===== src/rtl/robocup_pkg.sv =====
// Shared constants and helpers for the mbed-facing command path.
// Frame layout: byte 0 is the command, bytes 1..10 carry per-motor payloads.
package robocup_pkg;

  localparam logic [7:0] CMD_STATUS      = 8'h00;
  localparam logic [7:0] CMD_MOTOR_SET   = 8'h01;
  localparam logic [7:0] CMD_INVALID_RSP = 8'hEE;

  localparam int NUM_MOTORS   = 5;
  localparam int NUM_ENCODERS = 4;
  localparam int DUTY_WIDTH   = 9;
  localparam int FRAME_LEN    = 11;
  localparam int RX_BUF_LEN   = FRAME_LEN - 1;

  typedef struct packed {
    logic [DUTY_WIDTH-1:0] duty;
    logic                  dir;
    logic [1:0]            mode;
  } motor_cmd_t;

  // Two payload bytes per motor: lo = duty[7:0]; hi = {mode, dir, duty[8]} in bits [3:0].
  function automatic motor_cmd_t decode_motor(input logic [7:0] lo, input logic [7:0] hi);
    motor_cmd_t mc;
    mc.duty = {hi[0], lo};
    mc.dir  = hi[1];
    mc.mode = hi[3:2];
    return mc;
  endfunction

endpackage


===== src/rtl/watchdog_sat.sv =====
// Saturating watchdog counter: counts up every cycle, sticks at all-ones,
// restarts from zero on clear.
module watchdog_sat #(
  parameter int WIDTH = 22
) (
  input  logic clk,
  input  logic rst,
  input  logic clear,
  output logic pre_trip,
  output logic tripped
);

  localparam logic [WIDTH-1:0] PRE_TRIP_VAL = {{(WIDTH-1){1'b1}}, 1'b0};

  logic [WIDTH-1:0] count;

  always_ff @(posedge clk) begin
    if (rst || clear) begin
      count <= '0;
    end else if (!tripped) begin
      count <= count + 1'b1;
    end
  end

  assign tripped  = &count;
  assign pre_trip = (count == PRE_TRIP_VAL);

endmodule


===== src/rtl/spi_motor_cmd.sv =====
// Frame-level command decoder between the SPI slave byte stream and the motor drivers.
// Commits motor settings only on a complete motor-set frame and serves status snapshots.
module spi_motor_cmd
  import robocup_pkg::*;
#(
  parameter logic [7:0] LOGIC_VERSION = 8'h05,
  parameter int         WDT_WIDTH     = 22
) (
  input  logic        sysclk,
  input  logic        rst,
  input  logic        frame_start,
  input  logic        frame_end,
  input  logic        rx_valid,
  input  logic [7:0]  rx_data,
  input  logic        tx_load,
  output logic [7:0]  tx_data,
  input  logic [79:0] enc_count,
  input  logic [39:0] hall_count,
  input  logic [4:0]  hall_fault,
  output logic [44:0] duty_cycle,
  output logic [4:0]  motor_dir,
  output logic [9:0]  drive_mode,
  output logic [7:0]  wdt_overflow_count
);

  localparam int ENC_BITS  = 16 * NUM_ENCODERS;
  localparam int HALL_BITS = 8 * NUM_MOTORS;
  localparam logic [4:0] IDX_MAX = 5'h1F;

  logic [4:0]           byte_idx, byte_idx_n;
  logic [7:0]           cmd, cmd_n;
  logic [7:0]           rx_buf   [RX_BUF_LEN];
  logic [7:0]           rx_buf_n [RX_BUF_LEN];
  logic [3:0]           wr_sel;
  logic                 commit;

  logic [ENC_BITS-1:0]  enc_snap;
  logic [HALL_BITS-1:0] hall_snap;
  logic [4:0]           fault_snap;
  logic [2:0]           enc_sel, hall_sel;
  logic [7:0]           tx_byte;

  logic [44:0]          duty_set;
  logic [4:0]           dir_set;
  logic [9:0]           mode_set;

  logic                 wdt_pre_trip, wdt_tripped;
  logic                 unused_enc_hi;

  // Motor 4 has no encoder; its count slice is intentionally dropped.
  assign unused_enc_hi = ^enc_count[79:ENC_BITS];

  // Next frame state: a start applies before a same-cycle byte, and a
  // same-cycle byte is counted before the end-of-frame commit check.
  always_comb begin
    byte_idx_n = byte_idx;
    cmd_n      = cmd;
    rx_buf_n   = rx_buf;
    wr_sel     = '0;
    if (frame_start) begin
      byte_idx_n = '0;
      cmd_n      = 8'hFF;
    end
    if (rx_valid) begin
      wr_sel = byte_idx_n[3:0] - 4'd1;
      if (byte_idx_n == 5'd0) begin
        cmd_n = rx_data;
      end else if (byte_idx_n <= 5'(RX_BUF_LEN)) begin
        rx_buf_n[wr_sel] = rx_data;
      end
      if (byte_idx_n != IDX_MAX) begin
        byte_idx_n = byte_idx_n + 5'd1;
      end
    end
    commit = frame_end && (cmd_n == CMD_MOTOR_SET) && (byte_idx_n == 5'(FRAME_LEN));
  end

  always_comb begin
    motor_cmd_t mc;
    mc       = '0;
    duty_set = '0;
    dir_set  = '0;
    mode_set = '0;
    for (int m = 0; m < NUM_MOTORS; m++) begin
      mc = decode_motor(rx_buf_n[2*m], rx_buf_n[2*m+1]);
      duty_set[DUTY_WIDTH*m +: DUTY_WIDTH] = mc.duty;
      dir_set[m]                           = mc.dir;
      mode_set[2*m +: 2]                   = mc.mode;
    end
  end

  // Index 1..8 walks the encoder snapshot bytewise; 10..14 walks the hall snapshot.
  assign enc_sel  = byte_idx[2:0] - 3'd1;
  assign hall_sel = byte_idx[2:0] - 3'd2;

  always_comb begin
    tx_byte = 8'h00;
    case (cmd)
      CMD_STATUS: begin
        if (byte_idx >= 5'd1 && byte_idx <= 5'd8) begin
          tx_byte = enc_snap[{enc_sel, 3'b000} +: 8];
        end else if (byte_idx == 5'd9) begin
          tx_byte = {3'b000, fault_snap};
        end else if (byte_idx >= 5'd10 && byte_idx <= 5'd14) begin
          tx_byte = hall_snap[{hall_sel, 3'b000} +: 8];
        end
      end
      CMD_MOTOR_SET: begin
        if (byte_idx == 5'd1) begin
          tx_byte = wdt_overflow_count;
        end
      end
      default: tx_byte = CMD_INVALID_RSP;
    endcase
  end

  always_ff @(posedge sysclk) begin
    if (rst) begin
      byte_idx           <= '0;
      cmd                <= '0;
      rx_buf             <= '{default: '0};
      enc_snap           <= '0;
      hall_snap          <= '0;
      fault_snap         <= '0;
      tx_data            <= LOGIC_VERSION;
      duty_cycle         <= '0;
      motor_dir          <= '0;
      drive_mode         <= '0;
      wdt_overflow_count <= '0;
    end else begin
      byte_idx <= byte_idx_n;
      cmd      <= cmd_n;
      rx_buf   <= rx_buf_n;

      if (frame_start) begin
        enc_snap   <= enc_count[ENC_BITS-1:0];
        hall_snap  <= hall_count;
        fault_snap <= hall_fault;
        tx_data    <= LOGIC_VERSION;
      end else if (tx_load) begin
        tx_data <= tx_byte;
      end

      // A commit landing on the saturated cycle still takes effect.
      if (commit) begin
        duty_cycle <= duty_set;
        motor_dir  <= dir_set;
        drive_mode <= mode_set;
      end else if (wdt_tripped) begin
        duty_cycle <= '0;
        motor_dir  <= '0;
        drive_mode <= '0;
      end

      if (wdt_pre_trip && (wdt_overflow_count != 8'hFF)) begin
        wdt_overflow_count <= wdt_overflow_count + 8'd1;
      end
    end
  end

  watchdog_sat #(
    .WIDTH(WDT_WIDTH)
  ) u_wdt (
    .clk     (sysclk),
    .rst     (rst),
    .clear   (commit),
    .pre_trip(wdt_pre_trip),
    .tripped (wdt_tripped)
  );

endmodule


===== config.mk =====
export PLATFORM = sky130hd
export DESIGN_NAME = spi_motor_cmd
export DESIGN_NICKNAME = d
export VERILOG_FILES = /design/src/rtl/robocup_pkg.sv /design/src/rtl/watchdog_sat.sv /design/src/rtl/spi_motor_cmd.sv
export SDC_FILE = /design/constraint.sdc
export NUM_CORES = 1
export LEC_CHECK = 0
export CORE_ASPECT_RATIO = 1.5
export CORE_UTILIZATION = 52
export CTS_CLUSTER_SIZE = 40
export DETAILED_ROUTE_END_ITERATION = 16
export GPL_TIMING_DRIVEN = 0
export HOLD_SLACK_MARGIN = 0.05
export PLACE_DENSITY = 0.88
export REMOVE_ABC_BUFFERS = 1
export SYNTH_ARGS = -nofsm -noshare
export SYNTH_HDL_FRONTEND = slang
export SYNTH_SLANG_ARGS = --single-unit
export TNS_END_PERCENT = 20

===== constraint.sdc =====
create_clock -name sysclk -period 4.2 [get_ports sysclk]
set_clock_uncertainty 0.2 [all_clocks]
set_input_delay 0.42 -clock sysclk [delete_from_list [all_inputs] [get_ports sysclk]]
set_output_delay 0.42 -clock sysclk [all_outputs]
set_load 0.02 [all_outputs]

==> results of run 1 <==
==> cell type report <==
class / count / area, um^2 / area share (%)
clock buffers: 36 / 769 / 5.24
multi-input cells: 797 / 5690 / 38.7
well taps: 272 / 340 / 2.32
repair buffers: 202 / 2090 / 14.2
inverters: 12 / 45.0 / 0.307
clock inverters: 12 / 148 / 1.00
flip-flops and latches: 280 / 5610 / 38.2
==> critical path: stages <==
cell and delay [ps]:
buf_6 550, buf_16 430, nand2b_1 350, ha_1 310, inv_1 60, a31oi_1 100, nor4_2 720, nand3_1 290
nand2b_1 650, nor3_1 140
==> cells in the mapped netlist, drive strengths merged (2+ instances only) <==
cell    instances  area share (%)
xnor2          14             1.1
a32oi           2            0.15
dfxtp         280              48
or2             4            0.21
o21a            3            0.19
and2            4            0.21
o211ai          2            0.25
or3b            2            0.15
mux2            8            0.77
a211o           5            0.38
mux2i         179              15
or3             2            0.11
nor2          228             7.3
o21bai          4            0.26
nor2b          10            0.54
o31ai          42             2.8
clkbuf         48             1.6
mux4           21             4.1
nand4          19             1.2
nand2          30            0.96
nor4            9            0.61
a31oi           4            0.21
inv            12            0.39
ha             10             1.1
o221ai          3            0.23
a221oi          5            0.38
nor3           25             1.1
xor2           11            0.83
nor3b           2            0.13
o21ai          12            0.55
nand3b          6            0.39
buf            38             1.7
and4            4            0.30
nand2b          6            0.32
a21o            3            0.19
a211oi          3            0.19
a22o           16             1.2
nand3          60             2.6
and3            7            0.38
a21oi          22            0.94
nor4b           2            0.15
==> state kept, by name (all words and copies together) (netlist names) <==
register	flops
motor_dir	5
drive_mode	10
fault_snap	5
u_wdt.count	22
wdt_overflow_count	8
duty_cycle	45
byte_idx	5
hall_snap	40
cmd	8
tx_data	8
enc_snap	64
rx_buf	60
==> power groups by stage <==
stage	sequential, mW	combinational [mW]	clock [mW]
final	2.78	0.523	2.49
after global routing	2.79	0.562	2.63
after CTS	2.78	0.522	2.52
after detailed placement	2.84	0.517	0
after global placement	2.85	0.531	0
after floorplan	2.83	0.239	0
==> metal layers <==
| metal | track usage, % | vias to the layer above | wire (um) |
|---|---|---|---|
| met5 | 0 | - | 0 |
| met4 | 12.6 | 0 | 1390 |
| met3 | 4.63 | 77 | 1590 |
| met2 | 43.6 | 295 | 14800 |
| met1 | 26.1 | 4453 | 10900 |
| li1 | - | 4446 | - |
==> cell families after synthesis <==
logic type      share of synthesized area, %
buf+inv                                 3.66
flops                                   48.0
fa+ha+maj                               1.07
mux                                     20.2
compound gates                          8.43
simple gates                            16.8
xor+xnor                                1.88
==> repair_timing <==
action | 4_1_cts | 5_1_grt
pin swaps | 0 | 1
cloned | 0 | 1
resized for setup | 1 | 2
setup endpoints to repair | 44 | 44
==> final timing paths <==
| kind | from | cells past startpoint | end |
|---|---|---|---|
| max | frame_start | 10 | u_wdt.count[20] |
| min | rst | 2 | enc_snap[54] |
| max reg2reg | byte_idx[1] | 9 | u_wdt.count[20] |
| min reg2reg | duty_cycle[31] | 2 | duty_cycle[31] |
==> metrics by stage <==
stage                     utilization (%)  area (um^2)  std cells  setup slack, ps
final                                67.1        14700       1611              275
after global routing                 67.1        14700       1611            -13.1
after CTS                            67.0        14700       1610             77.3
after detailed placement             62.8        13700       1562             -456
after global placement               62.2        13600       1558            -9700
after floorplan                         -        11300       1088            -1100
==> results.toml, run 1 <==
[placement]
dp_hpwl_um = 18900
io_buffer_count = 198
place.gp.congestion = 0.811

[power]
power_mw = 5.79
p_comb_share_pct = 9.0
peakVddDrop_mv = 0.418
leakage_nw = 6.12
swShare_pct = 22.8
power.switching_mw = 1.32
power_density_nw_per_um2 = 394
pwr-share-seq_pct = 48.0
intPower_mw = 4.47
p_clk_share_pct = 43.0

[synth]
syn_inst = 1174
async_flop_share_pct = 0
yosysUniqueCellTypes = 57
ys.flop_type = "dfxtp_1"
synth_area_per_cell_um2 = 9.94
syn-cell-area_um2 = 11700
yosysSeqAreaShare_pct = 48.0
ys_seq_elements = 280
ys_warn_count = 0
synth-edff-count = 0

[cts]
clock_latency_ps = 520
htreeDepth = 1
postCtsSetupRepairBufs = 0
cts_tree = "built"
clockBufferDepth = 3
hold_buffers = 0
cts_buffers = 26
root_buffer = "clkbuf_16"
clk_pin_slew_ps = 60
cts_sinks = 280

[global_routing]
grt_max_degree = 133
antenna_found_initial = 0
grt_usage_pct = 23.9
gr-total-overflow = 0
grt_pass1_wl_um = 45300
first_global_vias = 9279

[timing]
final-max-slew-violation-count = 0
slew_headroom_pct = 19.2
max_freq_ghz = 0.255
setup_tns_ps = 0
min_period_ps = 3930
setup_viol = 0
timing.final.hold_violations = 0
worstMarginPinSlew_ps = 1210
fin_crit_sh_pct = 93.5
whs_ps = 136

[worst_setup_path]
worst_setup_path_start_kind = "primary input"
path_class = "primary input to flop"
critPathCaptureType = "flop"
arrival_ps = 4100
worstPathMaxFanout = 72
r2r_slack_ps = 510
critPathRequiredTime_ps = 4380

[die]
die_height_um = 185
start_util_pct = 53.3
io_pins = 215
rows = 66
dieArea_um2 = 23100
die_x_um = 124
coreArea_um2 = 21900

[route]
drt_iter0_drc = 586
via_count = 9271
final_antenna_net_count = 0
drc = 0
via_per_inst = 5.75
firstDrtPassIters = 5
routed_wl_um = 28700
routedWlPerCell_um = 17.8

[hold_path]
hold_path_class = "primary input to flop"

[finish]
antenna_cells = 0
nFillCells = 1575
final_cell_mix = "dfxtp_1 (278), nor2_1 (228), clkdlybuf4s50_1 (196), mux2i_1 (179), nand3_1 (59)"
drive_gt1_share_pct = 7.62
fin_nets = 1468
mostFrequentLayoutCell = "dfxtp_1"
synthToLayoutAreaGrowth_pct = 25.9

[run_status]
status = "finished clean"

[flow_run]
maxCapViolations = 0
No activity file was read; power rests on OpenSTA's default activity.
==> run 2, diff against run 1 <==
==> constraint.sdc (replaced) <==
create_clock -name sysclk -period 4.2 [get_ports sysclk]
set_clock_uncertainty 0.2 [all_clocks]
set_input_delay 0.84 -clock sysclk [delete_from_list [all_inputs] [get_ports sysclk]]
set_output_delay 0.84 -clock sysclk [all_outputs]
set_load 0.02 [all_outputs]
==> results.toml, run 2 (synthesis gave the netlist of run 1 again) <==
[worst_setup_path]
critPathCaptureType = "flop"
path_class = "primary input to flop"
r2r_slack_ps = 740
worstPathMaxFanout = 72
rr_worst_depth = 7
arrival_ps = 4210
critPathRequiredTime_ps = 4420
worst_setup_path_start_kind = "primary input"

[power]
power_mw = 5.80
peakVddDrop_mv = 0.418
leakage_nw = 6.13
power_density_nw_per_um2 = 394

[route]
final_antenna_net_count = 0
via_count = 9328
top_layer_used = "met4"
firstDrtPassIters = 7
wl_met3_um = 1590
routed_wl_um = 28600
route.met2.wl_um = 14800
drt_iter0_drc = 601
wl_met1_um = 10800
routedWlPerCell_um = 17.8
via_per_inst = 5.79
drc = 0

[finish]
mostFrequentLayoutCell = "dfxtp_1"
synthToLayoutAreaGrowth_pct = 26.1
largest_reg_flops = 64
drive_gt1_share_pct = 7.76
fin_nets = 1469
final_cell_count_no_fill = 1612
nFillCells = 1569
reg.largest.list = "enc_snap (64), rx_buf (60), duty_cycle (45)"
final_cell_mix = "dfxtp_1 (278), nor2_1 (228), clkdlybuf4s50_1 (196), mux2i_1 (179), nand3_1 (59)"
largest_register = "enc_snap"
antenna_cells = 0

[die]
io_pins = 215
coreArea_um2 = 21900
die_height_um = 185
die_x_um = 124
start_util_pct = 53.3
rows = 66
dieArea_um2 = 23100

[timing]
final-max-slew-violation-count = 0
fin_crit_sh_pct = 95.1
whs_ps = 272
setup_viol = 0
grt_setup_unrepaired = "no"
setup_tns_ps = 0
timing.final.hold_violations = 0
slew_headroom_pct = 19.4
fin_ws_ps = 207
max_freq_ghz = 0.250
min_period_ps = 3990
worstMarginPinSlew_ps = 1210

[hold_path]
hold_path_class = "flop to flop"
hold_depth = 2

[cts]
root_buffer = "clkbuf_16"
hold_buffers = 0
cts_sinks = 280
cts_buffers = 26
clock_latency_ps = 530
clockBufferDepth = 3
cts_tree = "built"
htreeDepth = 1
clk_pin_slew_ps = 70

[placement]
dp_hpwl_um = 18900
io_buffer_count = 198
dp_slack_ps = -876
dp.cells = 1562
place.gp.congestion = 0.811

[global_routing]
gr-total-overflow = 0
grt_max_degree = 133
grt_usage_pct = 24.2
grt_pass1_wl_um = 45900
antenna_found_initial = 0
first_global_vias = 9352

[flow_run]
maxCapViolations = 0

[run_status]
status = "finished clean"
==> run 2: changes by cell type in the layout (fill, tap and decap cells not counted) <==
cell / before / now
buf_4: 0 / 1
buf_6: 1 / 0
buf_8: 1 / 2
nand2b_1: 6 / 5
nand2b_2: 0 / 1
nor4_2: 1 / 0
nor4_4: 1 / 2
==> run 2: path summary, 6_finish.rpt <==
path | startpoint | to
setup / recovery | frame_start | drive_mode[9]
hold / removal | duty_cycle[31] | duty_cycle[31]
setup reg to reg | byte_idx[1] | duty_cycle[10]
hold reg to reg | duty_cycle[31] | duty_cycle[31]
==> run 2: layer usage <==
metal,global-route usage [%],vias to the layer above
li1,-,4449
met1,26.4,4510
met2,44.5,293
met3,4.63,76
met4,12.7,0
met5,0,-
==> run 2: power breakdown <==
group	total [mW]	switching, mW	internal, mW
clock	2.49	1.02	1.47
sequential	2.78	0.0487	2.73
combinational	0.524	0.256	0.268
total	5.80	1.32	4.47
==> run 2: layout make-up <==
cell class              instances  area, um^2  share of cell area, %
repair buffers                203        2100                   14.3
inverters                      12        45.0                  0.306
multi-input cells             797        5700                   38.8
flip-flops and latches        280        5610                   38.1
clock inverters                12         148                   1.00
well taps                     272         340                   2.31
clock buffers                  36         769                   5.23
==> run 2: per-stage QoR <==
step / utilization (%) / cell area [um^2]
4_1_cts: 67.2 / 14700
3_5_place_dp: 62.8 / 13700
5_1_grt: 67.2 / 14700
6_report: 67.2 / 14700
3_3_place_gp: 62.2 / 13600
2_1_floorplan: - / 11300
==> run 2: timing repair <==
item / CTS / global route
resized for setup: 4 / 2
buffers inserted: 0 / 1
endpoints found under the setup margin: 45 / 65
gates cloned: 1 / 0
pin swaps: 1 / 1
==> run 2: critical path, stage by stage <==
cell	delay, ps
buf_8	460
buf_16	430
nand2b_1	360
ha_1	310
inv_1	70
a31oi_1	120
nor4_4	530
nand3_4	500
and3_1	380
o21bai_1	150
==> run 3, diff against run 2 <==
- SLEW_MARGIN: not set -> 10
==> results.toml, run 3 (synthesis gave the netlist of run 1 again) <==
[timing]
worstMarginPinSlew_ps = 1200
grt_setup_unrepaired = "no"
slew_headroom_pct = 20.0
final-max-slew-violation-count = 0
fin_crit_sh_pct = 93.7
fin_ws_ps = 266
max_freq_ghz = 0.254
timing.final.hold_violations = 0
setup_viol = 0
min_period_ps = 3930

[finish]
mostFrequentLayoutCell = "dfxtp_1"
largest_register = "enc_snap"
fin_nets = 1469
synthToLayoutAreaGrowth_pct = 26.1
nFillCells = 1576
reg.largest.list = "enc_snap (64), rx_buf (60), duty_cycle (45)"
antenna_cells = 0
largest_reg_flops = 64
final_cell_mix = "dfxtp_1 (278), nor2_1 (228), clkdlybuf4s50_1 (196), mux2i_1 (179), nand3_1 (59)"
post-route-util_pct = 67.2
drive_gt1_share_pct = 7.54

[route]
via_per_inst = 5.70
routedWlPerCell_um = 17.4
via_count = 9184
drc = 0
routed_wl_um = 28000
final_antenna_net_count = 0
firstDrtPassIters = 4
drt_iter0_drc = 492

[hold_path]
hold_depth = 2
hold_path_class = "flop to flop"
min-delay-start = "duty_cycle[40]"
worstHoldEndpoint = "duty_cycle[40]"

[power]
peakVddDrop_mv = 0.348
swShare_pct = 22.3
pwr-share-seq_pct = 47.7
power.switching_mw = 1.30
intPower_mw = 4.53
leakage_nw = 6.14
power_mw = 5.84
power_density_nw_per_um2 = 397
p_clk_share_pct = 43.4
p_comb_share_pct = 8.9

[cts]
root_buffer = "clkbuf_16"
htreeDepth = 1
clock_latency_ps = 520
clockBufferDepth = 3
cts_buffers = 27
clk_pin_slew_ps = 60
cts_tree = "built"
hold_buffers = 0
cts_sinks = 280

[die]
die_height_um = 185
dieArea_um2 = 23100
io_pins = 215
start_util_pct = 53.3
die_x_um = 124
coreArea_um2 = 21900
rows = 66

[global_routing]
first_global_vias = 9244
gr-total-overflow = 0
grt_pass1_wl_um = 45600
grt_usage_pct = 24.0
grt_max_degree = 133
antenna_found_initial = 0

[worst_setup_path]
critPathRequiredTime_ps = 4380
cp_slowest_stage_delay_ps = 740
path_class = "primary input to flop"
r2r_slack_ps = 640
critPathCaptureType = "flop"
arrival_ps = 4120
worstReg2RegStart = "byte_idx[1]"
cp_slowest_cell = "nand4_1"
rr_endpoint = "duty_cycle[7]"
crit_family = "simple AND/OR/NAND/NOR gates"
path_buf_inv = 2
worst_setup_path_start_kind = "primary input"
worstPathMaxFanout = 72
cp_num_cells = 9
rr_worst_depth = 7
crit_chain = "buf_8, buf_16, nand2b_1, ha_1, nor2b_1, o21ai_2, nand4_1, mux2i_1, o31ai_1"

[placement]
io_buffer_count = 198
dp_slack_ps = -430
dp_hpwl_um = 18900
place.gp.congestion = 0.811

[run_status]
status = "finished clean"

[flow_run]
maxCapViolations = 0
## run 3: layer usage
metal	global-route usage (%)	up-vias	part of all wire (%)
li1	-	4461	-
met1	26.6	4405	39
met2	44.7	253	52
met3	4.46	65	5.2
met4	10.3	0	3.8
met5	0	-	0
## run 3: worst min-delay path: stages (launching register included)
cell and delay (ps):
dfxtp_1 310, nand3_1 60, o31ai_1 50
## run 3: worst max-delay path by stage
stage	end	start	slack (ps)
final	duty_cycle[7]	frame_start	270
after detailed placement	u_wdt.count[20]	frame_start	-430
after global routing	duty_cycle[7]	frame_start	20
after CTS	u_wdt.count[20]	frame_start	140
after floorplan	drive_mode[8]	byte_idx[0]	-1100
after global placement	drive_mode[4]	rst	-10120
## run 3: through the flow
stage          cells  TNS (ps)  hold slack [ps]  area (um^2)
2_1_floorplan   1088    -41500              254        11300
3_3_place_gp    1558  -1479470              254        13600
3_5_place_dp    1563    -25910              264        13800
4_1_cts         1611         0              273        14700
5_1_grt         1611         0              294        14700
6_report        1611         0              271        14700
## run 3: what timing repair did
action                     in CTS  in global routing
setup endpoints to repair       0                 42
setup buffers                   0                  0
resized for setup               0                  2
## run 3: power by group through the flow
stage / Combinational [mW] / Clock, mW / Sequential [mW]
6_report: 0.519 / 2.53 / 2.78
5_1_grt: 0.559 / 2.69 / 2.79
4_1_cts: 0.521 / 2.57 / 2.78
3_5_place_dp: 0.516 / 0 / 2.84
3_3_place_gp: 0.531 / 0 / 2.85
2_1_floorplan: 0.239 / 0 / 2.83
## run 3: layout make-up
cell class,instances,area [um^2],share of cell area [%]
multi-input cells,796,5680,38.6
flip-flops and latches,280,5610,38.1
repair buffers,203,2110,14.4
clock buffers,38,777,5.28
well taps,272,340,2.31
clock inverters,10,156,1.06
inverters,12,45.0,0.306
